===== config.mk =====
export PLATFORM = sky130hd
export DESIGN_NAME = pipeline_hazard_ctrl
export DESIGN_NICKNAME = d
export VERILOG_FILES = /design/src/rtl/hazard_pkg.sv /design/src/rtl/hazard_shadow_slot.sv /design/src/rtl/pipeline_hazard_ctrl.sv
export SDC_FILE = /design/constraint.sdc
export NUM_CORES = 1
export LEC_CHECK = 0
export ABC_AREA = 1
export CELL_PAD_IN_SITES_DETAIL_PLACEMENT = 0
export CELL_PAD_IN_SITES_GLOBAL_PLACEMENT = 1
export CORE_ASPECT_RATIO = 0.5
export CORE_MARGIN = 2
export CORE_UTILIZATION = 39
export CTS_CLUSTER_DIAMETER = 200
export DETAILED_ROUTE_END_ITERATION = 10
export PLACE_DENSITY = 0.89
export SYNTH_ARGS = -nofsm -noshare
export SYNTH_HDL_FRONTEND = slang
export SYNTH_SLANG_ARGS = --single-unit
export TNS_END_PERCENT = 50

===== constraint.sdc =====
create_clock -name clk -period 3.55 [get_ports clk]
set_input_delay 0.355 -clock clk [delete_from_list [all_inputs] [get_ports clk]]
set_output_delay 0.355 -clock clk [all_outputs]
set_load 0.02 [all_outputs]

===== src/rtl/hazard_pkg.sv =====
// Shared constants and types for the pipeline hazard/forwarding controller.
package hazard_pkg;

    localparam logic [1:0] FWD_IDEX  = 2'b00;
    localparam logic [1:0] FWD_EXMEM = 2'b10;
    localparam logic [1:0] FWD_MEMWB = 2'b01;

    localparam int unsigned STG_IF  = 0;
    localparam int unsigned STG_ID  = 1;
    localparam int unsigned STG_EX  = 2;
    localparam int unsigned STG_MEM = 3;
    localparam int unsigned STG_WB  = 4;

    // Register-address fields live beside this struct so their width can follow RA_W.
    typedef struct packed {
        logic valid;
        logic reg_write;
        logic mem_read;
    } shadow_ctl_t;

endpackage


===== src/rtl/hazard_shadow_slot.sv =====
// One shadow pipeline slot: loads the upstream stage, holds on freeze, loads a bubble on clear.
module hazard_shadow_slot
    import hazard_pkg::*;
#(
    parameter int unsigned RA_W = 5
) (
    input  logic            clk,
    input  logic            reset,
    input  logic            hold,
    input  logic            clear,
    input  shadow_ctl_t     d_ctl,
    input  logic [RA_W-1:0] d_rs1,
    input  logic [RA_W-1:0] d_rs2,
    input  logic [RA_W-1:0] d_rd,
    output shadow_ctl_t     q_ctl,
    output logic [RA_W-1:0] q_rs1,
    output logic [RA_W-1:0] q_rs2,
    output logic [RA_W-1:0] q_rd
);

    always_ff @(posedge clk) begin
        if (reset) begin
            q_ctl <= '0;
            q_rs1 <= '0;
            q_rs2 <= '0;
            q_rd  <= '0;
        end else if (!hold) begin
            if (clear) begin
                q_ctl <= '0;
                q_rs1 <= '0;
                q_rs2 <= '0;
                q_rd  <= '0;
            end else begin
                q_ctl <= d_ctl;
                q_rs1 <= d_rs1;
                q_rs2 <= d_rs2;
                q_rd  <= d_rd;
            end
        end
    end

endmodule


===== src/rtl/pipeline_hazard_ctrl.sv =====
// Hazard/forwarding controller for the 5-stage pipeline: shadow scoreboard of EX/MEM/WB,
// EX forward selects, load-use stall, memory-wait freeze, branch flush and event counters.
module pipeline_hazard_ctrl
    import hazard_pkg::*;
#(
    parameter int unsigned RA_W         = 5,
    parameter int unsigned BRANCH_STAGE = 3,
    parameter int unsigned CNT_W        = 16
) (
    input  logic             clk,
    input  logic             reset,
    input  logic             id_valid,
    input  logic [RA_W-1:0]  id_rs1,
    input  logic [RA_W-1:0]  id_rs2,
    input  logic             id_use_rs1,
    input  logic             id_use_rs2,
    input  logic [RA_W-1:0]  id_rd,
    input  logic             id_reg_write,
    input  logic             id_mem_read,
    input  logic             br_taken,
    input  logic             mem_busy,
    output logic             pc_stall,
    output logic             if_id_stall,
    output logic             if_id_flush,
    output logic             id_ex_stall,
    output logic             id_ex_flush,
    output logic             ex_mem_stall,
    output logic             ex_mem_flush,
    output logic             mem_wb_stall,
    output logic [1:0]       forward_a,
    output logic [1:0]       forward_b,
    output logic [CNT_W-1:0] stall_cnt,
    output logic [CNT_W-1:0] flush_cnt
);

    localparam logic BR_IN_MEM = (BRANCH_STAGE == STG_MEM);

    shadow_ctl_t     id_ctl, ex_ctl, mem_ctl, wb_ctl;
    logic [RA_W-1:0] ex_rs1, ex_rs2, ex_rd;
    logic [RA_W-1:0] mem_rs1, mem_rs2, mem_rd;
    logic [RA_W-1:0] wb_rs1, wb_rs2, wb_rd;
    logic            load_use, br_act, lu_act;
    logic            mem_fwd_ok, wb_fwd_ok;
    logic            unused_fields;

    assign id_ctl = '{valid: id_valid, reg_write: id_reg_write, mem_read: id_mem_read};

    hazard_shadow_slot #(.RA_W(RA_W)) u_ex_slot (
        .clk(clk), .reset(reset), .hold(mem_busy), .clear(br_act | lu_act),
        .d_ctl(id_ctl), .d_rs1(id_rs1), .d_rs2(id_rs2), .d_rd(id_rd),
        .q_ctl(ex_ctl), .q_rs1(ex_rs1), .q_rs2(ex_rs2), .q_rd(ex_rd)
    );

    hazard_shadow_slot #(.RA_W(RA_W)) u_mem_slot (
        .clk(clk), .reset(reset), .hold(mem_busy), .clear(br_act & BR_IN_MEM),
        .d_ctl(ex_ctl), .d_rs1(ex_rs1), .d_rs2(ex_rs2), .d_rd(ex_rd),
        .q_ctl(mem_ctl), .q_rs1(mem_rs1), .q_rs2(mem_rs2), .q_rd(mem_rd)
    );

    hazard_shadow_slot #(.RA_W(RA_W)) u_wb_slot (
        .clk(clk), .reset(reset), .hold(mem_busy), .clear(1'b0),
        .d_ctl(mem_ctl), .d_rs1(mem_rs1), .d_rs2(mem_rs2), .d_rd(mem_rd),
        .q_ctl(wb_ctl), .q_rs1(wb_rs1), .q_rs2(wb_rs2), .q_rd(wb_rd)
    );

    assign unused_fields = ^{wb_ctl.mem_read, wb_rs1, wb_rs2};

    // Priority reset > mem_busy > br_taken > load-use folded into the qualifying terms.
    always_comb begin
        load_use = ex_ctl.valid & ex_ctl.mem_read & (ex_rd != '0) & id_valid &
                   ((id_use_rs1 & (id_rs1 == ex_rd)) | (id_use_rs2 & (id_rs2 == ex_rd)));
        br_act   = br_taken & ~mem_busy & ~reset;
        lu_act   = load_use & ~br_taken & ~mem_busy & ~reset;

        pc_stall     = (mem_busy & ~reset) | lu_act;
        if_id_stall  = (mem_busy & ~reset) | lu_act;
        id_ex_stall  = mem_busy & ~reset;
        ex_mem_stall = mem_busy & ~reset;
        mem_wb_stall = mem_busy & ~reset;
        if_id_flush  = br_act;
        id_ex_flush  = br_act | lu_act;
        ex_mem_flush = br_act & BR_IN_MEM;
    end

    always_comb begin
        mem_fwd_ok = mem_ctl.valid & mem_ctl.reg_write & (mem_rd != '0);
        wb_fwd_ok  = wb_ctl.valid & wb_ctl.reg_write & (wb_rd != '0);

        forward_a = FWD_IDEX;
        if (mem_fwd_ok && (mem_rd == ex_rs1))     forward_a = FWD_EXMEM;
        else if (wb_fwd_ok && (wb_rd == ex_rs1))  forward_a = FWD_MEMWB;

        forward_b = FWD_IDEX;
        if (mem_fwd_ok && (mem_rd == ex_rs2))     forward_b = FWD_EXMEM;
        else if (wb_fwd_ok && (wb_rd == ex_rs2))  forward_b = FWD_MEMWB;
    end

    always_ff @(posedge clk) begin
        if (reset) begin
            stall_cnt <= '0;
            flush_cnt <= '0;
        end else begin
            if (pc_stall && (stall_cnt != '1)) stall_cnt <= stall_cnt + CNT_W'(1);
            if (br_act && (flush_cnt != '1))   flush_cnt <= flush_cnt + CNT_W'(1);
        end
    end

endmodule


After elaboration in Yosys (flattened, before gate mapping)
Cells that the tools add are included.

Latch bits: 0. Logic and storage cells: 65. Memories: 0. Memory bits (read-only): 0. Bits in registers: 64. Memory bits (writable): 0.

Shifts and indexed selects: 0. Div/mod/pow operators: 0. $mul: 0. Eq/ne operators: 8. $lt $le $gt $ge: 0. Add/subtract/negate cells: 2. Mux-type cells: 10. Reductions and logical operators: 9. Bitwise operators: 22.

Operators by type and width (count): 16-bit by 1-bit adder with 16-bit output, second input constant (2); 16-bit != test, second input constant (2); 5-bit == test (6); 5-bit 2-to-1 mux (4); 1-bit bitwise AND (16); 5-bit nonzero test (3); 1-bit logical AND (6); 3-bit 2-to-1 mux (2); 2-bit 2-to-1 mux (2); 1-bit NOT (3); 1-bit bitwise OR (3); 1-bit 2-to-1 mux (2).

Depth between registers and ports, before layout
Word-level depth: 9. Mapped depth: 12. Mapped depth without buffers: 11.

By module
A second synthesis with hierarchy kept.

Cell total of the unflattened synthesis: 614. Area, all modules: 4317.9 sq um.

By module, submodules not included: pipeline_hazard_ctrl (area each 2369.8 sq um, sequential area each 640.6 sq um, cells an instance 380, times used 1); hazard_shadow_slot (area each 649.4 sq um, sequential area each 360.3 sq um, cells an instance 78, times used 3).

Least setup slack after synthesis
No wires, ideal clock.

Path type: register to output. Start point: register u_mem_slot.q_rd[2]. End point: output forward_a[0]. Path slack: 1.577 ns. Path buffers: 0. Stages on the path, launching flop included: 5. Data arrival time: 1.618 ns. Cells stage by stage: dfxtp_1 -> xnor2_1 -> nand3_1 -> nor4_1 -> nor2_1.

Longest elaborated chain between the ends: 4.

RTL lines: from (decl) (line hazard_shadow_slot.sv:18) `output logic [RA_W-1:0] q_rd`; from (signal assigned) (line hazard_shadow_slot.sv:37) `q_rd <= d_rd;`; 5-bit nonzero test (line pipeline_hazard_ctrl.sv:86) `mem_fwd_ok = mem_ctl.valid & mem_ctl.reg_write & (mem_rd != '0);`; 1-bit bitwise AND (line pipeline_hazard_ctrl.sv:86); 1-bit logical AND * (line pipeline_hazard_ctrl.sv:90) `if (mem_fwd_ok && (mem_rd == ex_rs1)) forward_a = FWD_EXMEM;`; 2-bit 2-to-1 mux * (line pipeline_hazard_ctrl.sv:90); to (decl) (line pipeline_hazard_ctrl.sv:30) `output logic [1:0] forward_a,`.

Mark *: on every way between the ends. The rest lies on a longest branch, timed or not.

Worst setup path after layout
Start point: input reset. End point: output id_ex_flush.

Longest elaborated chain between the ends: 3.

RTL lines: from (decl) (line pipeline_hazard_ctrl.sv:11) `input logic reset,`; 1-bit NOT * (line pipeline_hazard_ctrl.sv:72, pipeline_hazard_ctrl.sv:73); 1-bit bitwise AND (on tied branches) (line pipeline_hazard_ctrl.sv:72, pipeline_hazard_ctrl.sv:73); 1-bit bitwise OR * (line pipeline_hazard_ctrl.sv:81) `id_ex_flush = br_act | lu_act;`; to (decl) (line pipeline_hazard_ctrl.sv:26) `output logic id_ex_flush,`.

Marks and branches as above.

==> impl_metrics.tcl <==
set metrics [dict create \
    status "completed" \
    die-width_um 135 \
    placementRows 23 \
    dieArea_sq_um 9380 \
    yosys.area.top_type "dfxtp_1" \
    clock-sinks 64 \
    synth_adder_area_share_pct 0.748 \
    synth_top_area_share_pct 38.3 \
    grt_pass1_vias 2803 \
    cts_setup_buffers 0 \
    grt-ovfl-total 0 \
    dp_hpwl_um 5940 \
    ys_warn_count 0 \
    drtPass1Iterations 4 \
    final-setup-viol-count 0 \
    place_area_sq_um 4060 \
    yosysMostFrequentCell "nand2_1" \
    busiest_layer "met2" \
    max-vdd-ir-drop_mv 0.257 \
    synth_top_cells_by_area "dfxtp_1 (38%), nand2_1 (14%), nor2_1 (6.1%)" \
    cts_made_buffers 9 \
    syn_nets 509 \
    vias_per_cell 4.75 \
    gr-usage-met3_pct 5.34 \
    synth_seq_cells 64 \
    reg2reg_depth 10 \
    grt_pass1_wl_um 13600 \
    drc_errors 0 \
    core_sq_um 8170 \
    cts_root_buffer "clkbuf_16" \
    multi_input_area_sq_um 1710 \
    min_period_ns 2.80 \
    detail-route-antenna-nets 0 \
    cp-end-kind "output pin" \
    worst_slew_pin_slew_ns 0.402 \
    syn_to_final_growth_pct 30.8 \
    use_met2_pct 29.1 \
    n_antenna_cell 0 \
    place_congestion 0.858 \
    synth_compound_area_share_pct 11.2 \
    muxShareOfSynthArea_pct 0 \
    die_h_um 69.5 \
    clock_skew_ns 0.00463 \
    clockBufferDepth 2 \
    nFillCells 825 \
    power_density_nw_per_um2 425 \
    post_cts_resized 0 \
    startpoint "reset" \
    use_met1_pct 24.3 \
    initialDrtViolationCount 246 \
    slew_viol_final 0 \
    rsz0062_at_grt "no" \
    required_ns 3.19 \
    tritoncts "yes" \
    antenna_found_initial 0 \
    clkTransAtPathRegs_ns 0.06 \
    timing.setup.tns_ns 0 \
    io_buffers 67 \
    syn_area_sq_um 3340 \
    regArea_sq_um 1280 \
    start_util_pct 40.9 \
    drv_cap 0 \
    synth_cell_types 29 \
    async_reset_ff_share_pct 0 \
    r2r-start "flush_cnt[1]" \
    vias 3155 \
    clkLatencyLatePin_ns 0.32 \
    criticalPathCategory "in2out" \
    worstPathArrival_ns 2.44 \
    fmax_mhz 358 \
    critPathCapture "id_ex_flush" \
    cts.htree.levels 3 \
    pin_count 68 \
    yosys-top-cells-count "nand2_1 (124), dfxtp_1 (64), nor2_1 (54)" \
    reg2reg_to "flush_cnt[6]" \
    hold_viol 0 \
    grt.total_usage_pct 18.3 \
    max_slew_margin_pct 73.1 \
    netlist_instances 483 \
    wire_per_inst_um 12.5 \
    rrSetupSlack_ns 1.61 \
    synth_edf_count 0 \
    postSynthAreaPerCell_sq_um 6.92 \
    p_leak_nw 1.77 \
    cts_hold_buf 0 \
    grt_max_degree 33 \
    holdCritPathClass "reg2reg" \
    seq_area_frac_synth_pct 38.3 \
    final_nets 573 \
    synth_top_family_by_area "simple AND/OR/NAND/NOR gates" \
    crit_fanout 14 \
    drive_above_1_share_pct 7.61 \
    stdcell_area_sq_um 4380 \
    drt_wl_total_um 8270 \
    timing.final.crit_share_pct 78.8 \
    synth-xor-area-share_pct 6.55 \
    ys.flop_type "dfxtp_1" \
    startpoint_type "input port" \
    yosys.area_share.simple_pct 32.6 \
]
==> per-layer routing <==
| metal | vias up | share of wire [%] | wire length, um |
|---|---|---|---|
| met1 | 1423 | 50 | 4170 |
| met4 | 0 | 0.54 | 45 |
| li1 | 1684 | - | - |
| met5 | - | 0 | 0 |
| met2 | 44 | 46 | 3770 |
| met3 | 4 | 3.4 | 280 |
==> flip-flops by register name, indices dropped and copies added, names as in the netlist <==
signal and flops:
u_wb_slot.q_ctl 2, u_wb_slot.q_rd 5, u_ex_slot.q_ctl 3, stall_cnt 16, u_mem_slot.q_ctl 2, u_ex_slot.q_rs2 5
u_mem_slot.q_rd 5, u_ex_slot.q_rd 5, u_ex_slot.q_rs1 5, flush_cnt 16
==> worst min path at each step <==
stage                       startpoint                 end  slack [ns]  cells after the start
floorplan           u_wb_slot.q_ctl[2]  u_wb_slot.q_ctl[2]        0.43                      2
global placement    u_ex_slot.q_ctl[0]  u_ex_slot.q_ctl[0]        0.45                      2
detailed placement  u_ex_slot.q_ctl[0]  u_ex_slot.q_ctl[0]        0.45                      2
CTS                 u_ex_slot.q_ctl[0]  u_ex_slot.q_ctl[0]        0.46                      2
global route              flush_cnt[3]        flush_cnt[3]        0.52                      1
finish              u_ex_slot.q_ctl[0]  u_ex_slot.q_ctl[0]        0.47                      2
==> final cells by class <==
cell class,count,share of cell area (%)
multi-input combinational,343,39.0
sequential,64,29.3
timing repair buffer,73,16.4
clock buffer,9,5.15
inverter,56,4.80
tap,112,3.20
clock inverter,7,2.17
==> cell families after synthesis <==
family | Yosys count
simple gates | 249
buf+inv | 76
compound gates | 67
flops | 64
xor+xnor | 25
fa+ha+maj | 2
==> through the flow <==
stage / hold WS [ns] / setup slack (ns) / instances / utilization (%) / power [W]
6_report: 0.467 / 0.753 / 664 / 53.5 / 0.00186
5_1_grt: 0.517 / 0.659 / 664 / 53.5 / 0.00193
4_1_cts: 0.465 / 0.754 / 664 / 53.5 / 0.00187
3_5_place_dp: 0.452 / 0.762 / 648 / 49.6 / 0.000929
3_3_place_gp: 0.448 / 0.795 / 648 / 49.6 / 0.000928
2_1_floorplan: 0.429 / 1.58 / 483 / - / 0.000867
==> placed cells by master, fill, tap and decap left out, types with 9 or more instances in the layout <==
master           instances
nor3_1                  14
clkdlybuf4s50_1         67
clkbuf_16                9
nand2_1                124
o21ai_0                 22
nor2_1                  54
o22ai_1                 11
xor2_1                  14
nand3_1                 33
inv_1                   49
dfxtp_1                 64
xnor2_1                 11
a21oi_1                 27
==> worst max-delay path, stage by stage <==
cell and delay, ns:
clkdlybuf4s50_1 0.61, nor2_4 0.33, inv_2 0.19, nor2_4 0.16
inv_1 0.10, nand2_2 0.09, clkdlybuf4s50_1 0.60
==> report_power, final <==
group | total (W) | internal (W) | switching (W)
clock network | 0.000945 | 0.000615 | 0.000330
registers | 0.000752 | 0.000735 | 0.0000167
logic | 0.000161 | 0.0000720 | 0.0000887
total | 0.00186 | 0.00142 | 0.000436
No activity file was read; power rests on OpenSTA's default activity.
